**src/rtl/cpu_bus_ctrl.sv**
```systemverilog
// M-cycle sequencer and memory bus front end: runs one bus request per M-cycle
// as four T-states (T3 stretchable by mem_wait) and captures fetch/read data.
module cpu_bus_ctrl #(
  parameter int ADDR_W = 16,
  parameter int DATA_W = 8
) (
  input  logic              clk,
  input  logic              rst_n,
  input  logic [2:0]        bus_op,
  input  logic [ADDR_W-1:0] bus_addr,
  input  logic [DATA_W-1:0] bus_wdata,
  input  logic [DATA_W-1:0] mem_rdata,
  input  logic              mem_wait,
  output logic [ADDR_W-1:0] mem_addr,
  output logic [DATA_W-1:0] mem_wdata,
  output logic              mem_rd,
  output logic              mem_wr,
  output logic [DATA_W-1:0] ir,
  output logic              ir_cb,
  output logic [DATA_W-1:0] rd_data,
  output logic              rd_valid,
  output logic              m_tick,
  output logic [1:0]        t_state
);

  typedef enum logic [2:0] {
    OP_IDLE  = 3'd0,
    OP_IF    = 3'd1,
    OP_WRITE = 3'd2,
    OP_READ  = 3'd3,
    OP_IF_CB = 3'd4
  } bus_opcode_t;

  typedef enum logic [1:0] {T1 = 2'd0, T2 = 2'd1, T3 = 2'd2, T4 = 2'd3} tstate_t;

  tstate_t           t_q, t_d;
  bus_opcode_t       op_q, op_d;
  logic [ADDR_W-1:0] addr_q, addr_d;
  logic [DATA_W-1:0] wdata_q, wdata_d;
  logic [DATA_W-1:0] ir_q, ir_d;
  logic              ir_cb_q, ir_cb_d;
  logic [DATA_W-1:0] rd_data_q, rd_data_d;
  logic              rd_valid_q, rd_valid_d;
  logic              stall;
  logic              is_rd_op;

  // mem_wait only matters while a real bus access is sitting in T3
  assign stall    = (t_q == T3) && mem_wait && (op_q != OP_IDLE);
  assign is_rd_op = (op_q == OP_IF) || (op_q == OP_IF_CB) || (op_q == OP_READ);

  always_ff @(posedge clk or negedge rst_n) begin
    if (!rst_n) begin
      t_q        <= T4;
      op_q       <= OP_IDLE;
      addr_q     <= '0;
      wdata_q    <= '0;
      ir_q       <= '0;
      ir_cb_q    <= 1'b0;
      rd_data_q  <= '0;
      rd_valid_q <= 1'b0;
    end else begin
      t_q        <= t_d;
      op_q       <= op_d;
      addr_q     <= addr_d;
      wdata_q    <= wdata_d;
      ir_q       <= ir_d;
      ir_cb_q    <= ir_cb_d;
      rd_data_q  <= rd_data_d;
      rd_valid_q <= rd_valid_d;
    end
  end

  always_comb begin
    t_d        = t_q;
    op_d       = op_q;
    addr_d     = addr_q;
    wdata_d    = wdata_q;
    ir_d       = ir_q;
    ir_cb_d    = ir_cb_q;
    rd_data_d  = rd_data_q;
    rd_valid_d = rd_valid_q;

    unique case (t_q)
      T1: t_d = T2;
      T2: t_d = T3;
      T3: t_d = stall ? T3 : T4;
      T4: t_d = T1;
      default: t_d = T4;
    endcase

    // Request is latched only on the T4->T1 edge; undefined opcodes become IDLE
    if (t_q == T4) begin
      op_d       = (bus_op <= 3'd4) ? bus_opcode_t'(bus_op) : OP_IDLE;
      addr_d     = bus_addr;
      wdata_d    = bus_wdata;
      rd_valid_d = 1'b0;
    end

    if ((t_q == T3) && !stall) begin
      unique case (op_q)
        OP_IF: begin
          ir_d    = mem_rdata;
          ir_cb_d = 1'b0;
        end
        OP_IF_CB: begin
          ir_d    = mem_rdata;
          ir_cb_d = 1'b1;
        end
        OP_READ: begin
          rd_data_d  = mem_rdata;
          rd_valid_d = 1'b1;
        end
        default: ;
      endcase
    end
  end

  assign mem_addr  = addr_q;
  assign mem_wdata = (op_q == OP_WRITE) ? wdata_q : '0;
  assign mem_rd    = is_rd_op && ((t_q == T2) || (t_q == T3));
  assign mem_wr    = (op_q == OP_WRITE) && (t_q == T3);
  assign ir        = ir_q;
  assign ir_cb     = ir_cb_q;
  assign rd_data   = rd_data_q;
  assign rd_valid  = rd_valid_q;
  assign m_tick    = (t_q == T4);
  assign t_state   = t_q;

endmodule

```
**config.mk**
```make
export PLATFORM = sky130hd
export DESIGN_NAME = cpu_bus_ctrl
export DESIGN_NICKNAME = d
export VERILOG_FILES = /design/src/rtl/cpu_bus_ctrl.sv
export SDC_FILE = /design/constraint.sdc
export NUM_CORES = 1
export LEC_CHECK = 0
export BUFFER_PORTS_ARGS = -buffer_cell sky130_fd_sc_hd__buf_2
export CORE_UTILIZATION = 42
export CTS_CLUSTER_SIZE = 20
export DETAILED_ROUTE_END_ITERATION = 8
export MAX_ROUTING_LAYER = met4
export PLACE_DENSITY = 0.74
export SLEW_MARGIN = 20
export SYNTH_ARGS = -nofsm -noshare
export SYNTH_HDL_FRONTEND = slang
export SYNTH_SLANG_ARGS = --single-unit
```
**constraint.sdc**
```tcl
create_clock -name clk -period 1.6 [get_ports clk]
set_clock_uncertainty 0.05 [all_clocks]
set_input_delay 0.32 -clock clk [delete_from_list [all_inputs] [get_ports clk]]
set_output_delay 0.32 -clock clk [all_outputs]
set_load 0.02 [all_outputs]
```
==> out/qor.csv <==
metric;value;unit
outcome;finished, violations left;
violations;negative setup slack;
initial_core_util;44.5;%
grt_max_degree;28;
worstSkewPairLatency;0.29;ns
dieArea;4950;sq um
drc;0;
coreArea;4410;sq um
synth_cells;128;
pre_cts_ws;-0.0432;ns
cts_sinks;47;
cts-root-buf;clkbuf_8;
hold_viol;0;
vdd_drop_max;1.03;mV
avgRoutedWirePerCell;13.9;microns
synth.ff_latch_count;47;
fin_nets;270;
hold_depth;2;
clkTransAtPathRegs;0.09;ns
cp-start-kind;flop;
rows;24;
max-slew-margin-rel;72.8;%
path_class;flop to output pin;
setup_viol;27;
viasPerCell;4.83;
grt_use_total;18.1;%
cp.required;1.23;ns
fin_setup_tns;-2.27;ns
synthFlopType;dfrtp_1;
worst-r2r-cell-count;5;
fp.dieW;70.4;microns
gp_congestion;0.693;
num_antenna_cells;0;
dr_total_vias;1362;
hpwl;2850;microns
grt_pass1_wl;6660;microns
overflow;0;
timing.rr.start;t_state[1];
syn-mean-instance-area;15.3;sq um
antenna_found_initial;0;
cts_tree;built;
htreeDepth;2;
drt_iter0_markers;59;
yosysWarnings;0;
finalMaxSlewViolations;0;
worst_slack;-0.198;ns
max-clock-path-buffers;2;
grt_pass1_vias;1466;
cts_buffers;5;
area_delta_synth_final;45.1;%
reg2reg_slack;-0.08;ns
drive_gt1_share;70.9;%
drv_cap;0;
portBuffers;84;
max_clock_freq;0.556;GHz
reg2reg_to;ir[7];
netlist_area;1960;sq um
dieHeight;70.4;microns
ys_async_sr_fraction;100;%
p_leak;0.00145;uW
routed_wl;3920;microns
seq_area_frac_synth;60.0;%
rsz0062_at_grt;true;
fillers;351;
syn_nets;169;
io_pins;85;
p_per_area;2150;nW/um^2
cp-end-kind;output pin;
critPathMaxFanout;3;
synth_cell_types;24;
first_pass_iters;2;
hold_end;wdata_q[6];
synth_edf_count;0;
period_share;112;%
antenna_left;0;
finalCriticalPeriod;1.80;ns
worstPathArrival;1.43;ns
min_from;bus_wdata[6];
worstMarginPinSlew;0.406;ns
hp-class;input port to flop;
what timing repair did:
item / 4_1_cts / 5_1_grt
hold endpoints to repair: 8 / 0
setup endpoints to repair: 27 / 51
buffers inserted: 3 / 0
resized for setup: 25 / 4
hold buffers: 1 / 0
pin swaps: 3 / 1
cloned: 1 / 0
power by group:
group | internal, uW | total [uW] | switching, uW
clock | 623 | 1020 | 399
combinational | 1520 | 3000 | 1480
sequential | 1800 | 2110 | 311
total | 3940 | 6130 | 2190
cell type report:
type / count / area (sq um) / share of cell area (%)
flip-flops and latches: 47 / 1180 / 41.4
inverters: 5 / 18.8 / 0.659
well taps: 52 / 65.1 / 2.28
repair buffers: 96 / 604 / 21.2
clock buffers: 5 / 68.8 / 2.42
multi-input cells: 74 / 845 / 29.6
clock inverters: 3 / 67.6 / 2.37
critical path, stage by stage (launching register included):
cell and delay, ns:
dfstp_2 0.56, inv_2 0.06, ha_4 0.26, o21a_1 0.13, buf_6 0.12
how the worst max path moves through the flow:
stage / slack [ns] / endpoint / start
CTS: -0.21 / mem_rd / t_state[0]
global placement: 0.006 / rd_data[1] / t_state[0]
global route: -0.27 / mem_rd / t_state[0]
detailed placement: -0.04 / rd_data[6] / t_state[0]
floorplan: -0.05 / rd_data[0] / t_state[0]
finish: -0.20 / mem_rd / t_state[0]
cell usage in the layout (no fill, tap or decap), drive strengths merged:
master / count
nor3: 1
dfstp: 2
nor3b: 2
mux2: 41
nor2b: 2
o21ai: 5
bufinv: 2
clkbuf: 5
ha: 3
mux2i: 1
o21a: 1
inv: 5
and3: 1
clkinvlp: 1
buf: 95
a21o: 1
nand3b: 2
and4bb: 1
dfrtp: 45
dlygate4sd3: 1
and2: 9
o31ai: 1
nand2: 3
metal layers:
layer	part of all wire, %	track usage (%)
met5	0	-
met3	5.5	5.19
met2	51	29.3
met4	1.1	6.00
met1	42	21.6
cell families after synthesis:
logic type,count (synthesis),synth area share (%)
compound gates,8,3.00
mux,42,25.6
fa+ha+maj,3,1.91
flops,47,60.0
buf+inv,8,1.66
simple gates,20,7.84
synth_stat cells (2+ instances only):
library cell  count  area share (%)
ha_1              3             1.9
nand3b_1          2            0.76
inv_1             5            0.96
dfrtp_1          45              57
buf_2             2            0.51
mux2_4            8             6.1
dfstp_2           2             2.7
mux2_2           33              19
nor2b_4           2             1.4
o21ai_0           4             1.0
and2_1            9             2.9
registers in the layout, indices dropped and copies added, names as in the netlist:
signal,cells
rd_valid,1
ir,8
op_q,3
mem_addr,16
rd_data,8
wdata_q,8
ir_cb,1
t_state,2
through the flow:
stage	area [sq um]	utilization, %	std cells	hold WS [ns]	total power [uW]
finish	2850	64.5	282	0.200	6130
global route	2850	64.5	282	0.179	6490
CTS	2840	64.3	282	0.192	6160
detailed placement	2580	58.4	269	0.181	4910
global placement	2580	58.4	269	0.175	4860
floorplan	2020	-	128	-0.0256	3990
Note: power is estimated with default switching activity, not from simulation.
